--- config.mk ---
export PLATFORM = sky130hd
export DESIGN_NAME = mc_control_unit
export DESIGN_NICKNAME = d
export VERILOG_FILES = /design/src/rtl/mc_control_unit_pkg.sv /design/src/rtl/mc_alu_decode.sv /design/src/rtl/mc_control_unit.sv
export SDC_FILE = /design/constraint.sdc
export NUM_CORES = 1
export LEC_CHECK = 0
export CAP_MARGIN = 20
export CORE_MARGIN = 10
export CORE_UTILIZATION = 35
export CTS_BUF_LIST = sky130_fd_sc_hd__clkbuf_8
export DETAILED_ROUTE_END_ITERATION = 7
export GPL_TIMING_DRIVEN = 0
export PLACE_DENSITY_LB_ADDON = 0.12
export REMOVE_ABC_BUFFERS = 1
export SLEW_MARGIN = 20
export SYNTH_ARGS = -nofsm -noshare
export SYNTH_HDL_FRONTEND = slang
export SYNTH_SLANG_ARGS = --single-unit
--- constraint.sdc ---
create_clock -name clk -period 1.85 [get_ports clk]
set_input_delay 0.185 -clock clk [delete_from_list [all_inputs] [get_ports clk]]
set_output_delay 0.185 -clock clk [all_outputs]
set_load 0.05 [all_outputs]
--- src/rtl/mc_control_unit_pkg.sv ---
// mc_control_unit_pkg: shared CPU encodings for the multi-cycle MIPS control path.
// ALU op codes, opcode/funct constants, datapath select codes and FSM state encoding.
package mc_control_unit_pkg;

    localparam logic [3:0] ALU_ADD = 4'd0;
    localparam logic [3:0] ALU_SUB = 4'd1;
    localparam logic [3:0] ALU_AND = 4'd2;
    localparam logic [3:0] ALU_OR  = 4'd3;
    localparam logic [3:0] ALU_XOR = 4'd4;
    localparam logic [3:0] ALU_NOR = 4'd5;
    localparam logic [3:0] ALU_SLT = 4'd6;
    localparam logic [3:0] ALU_SLL = 4'd7;

    localparam logic [5:0] OP_RTYPE = 6'h00;
    localparam logic [5:0] OP_J     = 6'h02;
    localparam logic [5:0] OP_BEQ   = 6'h04;
    localparam logic [5:0] OP_ADDI  = 6'h08;
    localparam logic [5:0] OP_ANDI  = 6'h0C;
    localparam logic [5:0] OP_ORI   = 6'h0D;
    localparam logic [5:0] OP_XORI  = 6'h0E;
    localparam logic [5:0] OP_LW    = 6'h23;
    localparam logic [5:0] OP_SW    = 6'h2B;

    localparam logic [5:0] FN_SLL = 6'h00;
    localparam logic [5:0] FN_ADD = 6'h20;
    localparam logic [5:0] FN_SUB = 6'h22;
    localparam logic [5:0] FN_AND = 6'h24;
    localparam logic [5:0] FN_OR  = 6'h25;
    localparam logic [5:0] FN_XOR = 6'h26;
    localparam logic [5:0] FN_NOR = 6'h27;
    localparam logic [5:0] FN_SLT = 6'h2A;

    localparam logic [1:0] SRCA_PC    = 2'd0;
    localparam logic [1:0] SRCA_REG   = 2'd1;
    localparam logic [1:0] SRCA_SHAMT = 2'd2;

    localparam logic [1:0] SRCB_REG     = 2'd0;
    localparam logic [1:0] SRCB_FOUR    = 2'd1;
    localparam logic [1:0] SRCB_IMM     = 2'd2;
    localparam logic [1:0] SRCB_IMM_SH2 = 2'd3;

    localparam logic [1:0] PCSRC_ALU    = 2'd0;
    localparam logic [1:0] PCSRC_ALUOUT = 2'd1;
    localparam logic [1:0] PCSRC_JUMP   = 2'd2;

    typedef enum logic [3:0] {
        S_FETCH    = 4'd0,
        S_DECODE   = 4'd1,
        S_EXEC_R   = 4'd2,
        S_WB_R     = 4'd3,
        S_MEM_ADDR = 4'd4,
        S_MEM_RD   = 4'd5,
        S_WB_MEM   = 4'd6,
        S_MEM_WR   = 4'd7,
        S_BRANCH   = 4'd8,
        S_JUMP     = 4'd9,
        S_EXEC_I   = 4'd10,
        S_WB_I     = 4'd11
    } state_t;

endpackage

--- src/rtl/mc_alu_decode.sv ---
// mc_alu_decode: opcode/funct -> ALU op code plus legality flags.
// Logic immediates (andi/ori/xori) are accepted only when MC_CTRL_IMM_LOGIC_EN is defined.
module mc_alu_decode
    import mc_control_unit_pkg::*;
(
    input  logic [5:0] opcode,
    input  logic [5:0] funct,
    output logic [3:0] aluOp,
    output logic       opLegal,
    output logic       functLegal,
    output logic       extZero
);

    logic [3:0] functOp;
    logic [3:0] immOp;

    always_comb begin
        functOp = ALU_ADD;
        functLegal = 1'b1;
        case (funct)
            FN_ADD: functOp = ALU_ADD;
            FN_SUB: functOp = ALU_SUB;
            FN_AND: functOp = ALU_AND;
            FN_OR:  functOp = ALU_OR;
            FN_XOR: functOp = ALU_XOR;
            FN_NOR: functOp = ALU_NOR;
            FN_SLT: functOp = ALU_SLT;
            FN_SLL: functOp = ALU_SLL;
            default: functLegal = 1'b0;
        endcase
        immOp = ALU_ADD;
        opLegal = 1'b1;
        extZero = 1'b0;
        case (opcode)
            OP_RTYPE, OP_LW, OP_SW, OP_BEQ, OP_J, OP_ADDI: ;
`ifdef MC_CTRL_IMM_LOGIC_EN
            OP_ANDI: begin immOp = ALU_AND; extZero = 1'b1; end
            OP_ORI:  begin immOp = ALU_OR;  extZero = 1'b1; end
            OP_XORI: begin immOp = ALU_XOR; extZero = 1'b1; end
`endif
            default: opLegal = 1'b0;
        endcase
        aluOp = (opcode == OP_RTYPE) ? functOp : immOp;
    end

endmodule

--- src/rtl/mc_control_unit.sv ---
// mc_control_unit: multi-cycle MIPS control FSM (fetch/decode/execute/mem/writeback).
// Optional logic-immediate support via `MC_CTRL_IMM_LOGIC_EN.
module mc_control_unit
    import mc_control_unit_pkg::*;
(
    input  logic       clk,
    input  logic       rst_n,
    input  logic [5:0] opcode,
    input  logic [5:0] funct,
    input  logic       zero,
    input  logic       memReady,
    output logic       pcWrite,
    output logic       pcWriteCond,
    output logic       iorD,
    output logic       memRead,
    output logic       memWrite,
    output logic       irWrite,
    output logic       memToReg,
    output logic       regDst,
    output logic       regWrite,
    output logic [1:0] aluSrcA,
    output logic [1:0] aluSrcB,
    output logic [1:0] pcSource,
    output logic [3:0] aluOp,
    output logic       extZero,
    output logic       illegal,
    output logic       retired
);

    state_t state, nextState;
    logic [3:0] decAluOp;
    logic opLegal, functLegal, decExtZero;

    mc_alu_decode uDecode (
        .opcode     (opcode),
        .funct      (funct),
        .aluOp      (decAluOp),
        .opLegal    (opLegal),
        .functLegal (functLegal),
        .extZero    (decExtZero)
    );

    always_ff @(posedge clk or negedge rst_n) begin
        if (!rst_n) state <= S_FETCH;
        else state <= nextState;
    end

    // Outputs are forced low while reset is asserted, independent of the clock.
    always_comb begin
        nextState = state;
        pcWrite = 1'b0;
        pcWriteCond = 1'b0;
        iorD = 1'b0;
        memRead = 1'b0;
        memWrite = 1'b0;
        irWrite = 1'b0;
        memToReg = 1'b0;
        regDst = 1'b0;
        regWrite = 1'b0;
        aluSrcA = SRCA_PC;
        aluSrcB = SRCB_REG;
        pcSource = PCSRC_ALU;
        aluOp = ALU_ADD;
        extZero = 1'b0;
        illegal = 1'b0;
        retired = 1'b0;
        if (rst_n) begin
            case (state)
                S_FETCH: begin
                    memRead = 1'b1;
                    aluSrcB = SRCB_FOUR;
                    irWrite = memReady;
                    pcWrite = memReady;
                    nextState = memReady ? S_DECODE : S_FETCH;
                end
                S_DECODE: begin
                    aluSrcB = SRCB_IMM_SH2;
                    illegal = !opLegal;
                    nextState = (opcode == OP_RTYPE) ? S_EXEC_R :
                                (opcode == OP_LW || opcode == OP_SW) ? S_MEM_ADDR :
                                (opcode == OP_BEQ) ? S_BRANCH :
                                (opcode == OP_J) ? S_JUMP :
                                opLegal ? S_EXEC_I : S_FETCH;
                end
                S_EXEC_R: begin
                    aluSrcA = (funct == FN_SLL) ? SRCA_SHAMT : SRCA_REG;
                    aluOp = decAluOp;
                    illegal = !functLegal;
                    nextState = functLegal ? S_WB_R : S_FETCH;
                end
                S_WB_R: begin
                    regDst = 1'b1;
                    regWrite = 1'b1;
                    retired = 1'b1;
                    nextState = S_FETCH;
                end
                S_MEM_ADDR: begin
                    aluSrcA = SRCA_REG;
                    aluSrcB = SRCB_IMM;
                    nextState = (opcode == OP_LW) ? S_MEM_RD : S_MEM_WR;
                end
                S_MEM_RD: begin
                    memRead = 1'b1;
                    iorD = 1'b1;
                    nextState = memReady ? S_WB_MEM : S_MEM_RD;
                end
                S_WB_MEM: begin
                    memToReg = 1'b1;
                    regWrite = 1'b1;
                    retired = 1'b1;
                    nextState = S_FETCH;
                end
                S_MEM_WR: begin
                    memWrite = 1'b1;
                    iorD = 1'b1;
                    retired = memReady;
                    nextState = memReady ? S_FETCH : S_MEM_WR;
                end
                S_BRANCH: begin
                    aluSrcA = SRCA_REG;
                    aluOp = ALU_SUB;
                    pcWriteCond = 1'b1;
                    pcWrite = zero;
                    pcSource = PCSRC_ALUOUT;
                    retired = 1'b1;
                    nextState = S_FETCH;
                end
                S_JUMP: begin
                    pcWrite = 1'b1;
                    pcSource = PCSRC_JUMP;
                    retired = 1'b1;
                    nextState = S_FETCH;
                end
                S_EXEC_I: begin
                    aluSrcA = SRCA_REG;
                    aluSrcB = SRCB_IMM;
                    aluOp = decAluOp;
                    extZero = decExtZero;
                    nextState = S_WB_I;
                end
                S_WB_I: begin
                    regWrite = 1'b1;
                    retired = 1'b1;
                    nextState = S_FETCH;
                end
                default: nextState = S_FETCH;
            endcase
        end
    end

endmodule

==> results.md <==
* Status: completed
* First-pass GRT wire length at 4278 um
* IO Pins at 38
* Final-layout fill cell count at 211
* Synth top area share at 12.36%
* Wirelength per Cell at 16.31 um
* Layout Nets at 183
* Final worst slack at 60.01 ps
* Crit path DAT at 1600 ps
* # setup viols final at 0
* Post-route antenna net violation count at 0
* R2r endpoint: state[0]
* Syn. warnings at 0
* CTS root buf: clkbuf_8
* R2r startpoint: state[3]
* Residual DRC count at 0
* Seq/Total Area, Yosys at 12.36%
* Biggest regs: state (4)
* Post-synth EDFFs at 0
* DR iter-0 viols at 54
* CTS Sinks at 4
* Die Span X at 68.09 um
* Netlist cell types at 50
* Num CTS Buffers at 3
* Dominant synthesized flop cell: dfrtp_1
* CP Capture Type: primary output
* Slew Limit Fails at 0
* Final HPWL DP at 1993 um
* Peak supply drop at 0.6847 mV
* Highest net fanout along the worst path at 5
* FFs w/ async S/R, synth at 100.0%
* Vias in the first global route at 952
* Worst hold margin at 412.2 ps
* Mean Syn Cell Area at 6.635 um^2
* Initial antenna violation count at 0
* Util after Layout at 60.97%
* DP Cell Count at 176
* Max FFs per register at 4
* Worst r2r path cells at 6
* Drt total wl at 3147 um
* WP data required at 1660 ps
* Min-delay src: opcode[1]
* R2R Setup Slk at 120 ps
* Htree depth at 1
* Syn Inst Count at 122
* Layout cells sized above 1 at 36.97%
* Final Cycle Share at 96.76%
* Yosys top cell by area: dfrtp_1
* Crit path kind: input port to primary output
* Synth area leaders: dfrtp_1 12%, a21oi_1 6.2%, nor2_1 6.0%, nor3_1 4.3%, nand2_1 4.2%
* GRT overflow at 0
* Iteration count of the initial detailed-routing pass at 4
* Startpoint Class: input port
* IO buf count at 35
* Max-cap viol count at 0
* DR vias at 1,119
* Global-route usage over all layers at 11.15%
* Synthesized flop and latch total at 4
* Die Area at 4636 um^2
* Hold Path Stages at 3
* Mapped cell area at 809.5 um^2
* Hold endpoint: state[1]
* Routability cong. at 0.8352
* Area grow syn2layout at 66.61%
* DR vias/cell at 5.798
* Initial Utilization at 36.59%
* Worst-path clk slew at 30 ps
* CTS tree: yes
* PD cells at 837.3 nW/um^2
* Final clock skew at 2.239 ps
* Final cell count without fillers at 193
* Final hold vios at 0
* Crit path time final at 1790 ps
* Highest clock rate at 0.5587 GHz
* Cell Rows at 17
* Top reg by flops: state
* Static Leak at 0.5878 nW
* Worst skew pair latency at 210 ps
* Ant diodes at 0
* Core Area at 2212 um^2
* RSZ-0062 raised after global routing: true
* Setup slack after placement at -991.4 ps
* Bufs on Longest Clock Path at 2
* Die Y at 68.09 um
* Pin count of the biggest net entering global routing at 22
* Worst Hold Class: input port to flip-flop
-- critical path: stages --
cell and delay [ps]:
clkdlybuf4s50_1 520, nor2_2 180, a21oi_1 70, o41ai_2 290, o32ai_1 140, buf_4 210
-- what timing repair did --
| item | in CTS | in global routing |
|---|---|---|
| endpoints found under the hold margin | 4 | 0 |
| setup endpoints to repair | 20 | 18 |
| buffers inserted | 3 | 10 |
| hold buffers | 1 | 0 |
| resized for setup | 120 | 29 |
| pin swaps | 6 | 5 |
-- layout make-up --
cell class | count | area [um^2] | share of cell area (%)
Clock buffer | 3 | 41.29 | 3.061
Inverter | 4 | 17.52 | 1.299
Multi-Input combinational cell | 105 | 700.7 | 51.95
Sequential cell | 4 | 110.1 | 8.163
Tap cell | 28 | 35.03 | 2.597
Timing Repair Buffer | 49 | 444.2 | 32.93
-- through the flow --
step | area, um^2 | power, mW | TNS, ps
final | 1349 | 1.129 | 0
after global routing | 1349 | 1.212 | -50.37
after CTS | 1219 | 0.9913 | -29.09
after detailed placement | 1136 | 0.8061 | -13730
after global placement | 1136 | 0.8039 | -13370
after floorplan | 750.7 | 0.5926 | -6643
-- power breakdown --
part           switching (mW)  internal [mW]
Clock                  0.0419          0.138
Sequential             0.0433          0.113
Combinational           0.490          0.303
Total                   0.576          0.554
-- per-layer routing --
metal  track usage (%)  share of wire, %  routed length [um]  up-vias
li1                  -                 -                   -      540
met1             15.00                39                1236      522
met2             17.91                50                1583       53
met3             2.284               9.5                 299        4
met4             2.261              0.89                  28        0
met5                 0                 0                   0        -
-- synth_stat cells, types with 2 or more instances --
library cell  number
dfrtp_1            4
nand2_1            9
inv_1              3
o22ai_1            2
a21oi_1           10
nor4_1             2
or2_1              2
o21ai_0            6
a22oi_1            2
nand3_1            5
nor4b_1            2
o21ai_1            2
buf_2              2
clkbuf_1           3
nor2_1            13
nor3_1             7
nor2b_1            2
nand2b_1           5
buf_4              4
o21a_1             3
or3_1              2
and3_1             4
-- placed cells by master, fill, tap and decap left out, drive strengths merged, types with 3 or more instances in the layout --
| cell | instances |
|---|---|
| buf | 25 |
| clkdlybuf4s50 | 3 |
| nor3 | 8 |
| nor2 | 15 |
| clkbuf | 7 |
| nand2b | 5 |
| clkdlybuf4s15 | 6 |
| nand2 | 9 |
| nand3 | 5 |
| dlymetal6s2s | 7 |
| inv | 4 |
| dfrtp | 4 |
| and3 | 4 |
| nor4 | 3 |
| a21oi | 10 |
| o21ai | 9 |
| o21a | 3 |
-- worst max path at each step --
stage	cells after the start	slack, ps	from	endpoint
after CTS	6	-30	opcode[0]	illegal
after global placement	6	-960	rst_n	aluOp[0]
after floorplan	4	-1710	state[2]	aluOp[0]
after detailed placement	6	-990	rst_n	aluOp[0]
final	6	60	funct[1]	illegal
after global routing	7	-30	funct[1]	aluSrcA[0]
-- cells by family (layout without fill, tap and decap cells) --
| logic type | Yosys count | count (layout) | share of synthesized area, % |
|---|---|---|---|
| xor+xnor | 1 | 1 | 1.082 |
| simple gates | 62 | 62 | 42.81 |
| mux | 1 | 1 | 1.391 |
| flops | 4 | 4 | 12.37 |
| other cells | 1 | 2 | 0.4632 |
| compound gates | 38 | 38 | 31.07 |
| buf+inv | 14 | 56 | 9.582 |
| fa+ha+maj | 1 | 1 | 1.237 |
Power figures use the tool's default switching activity.
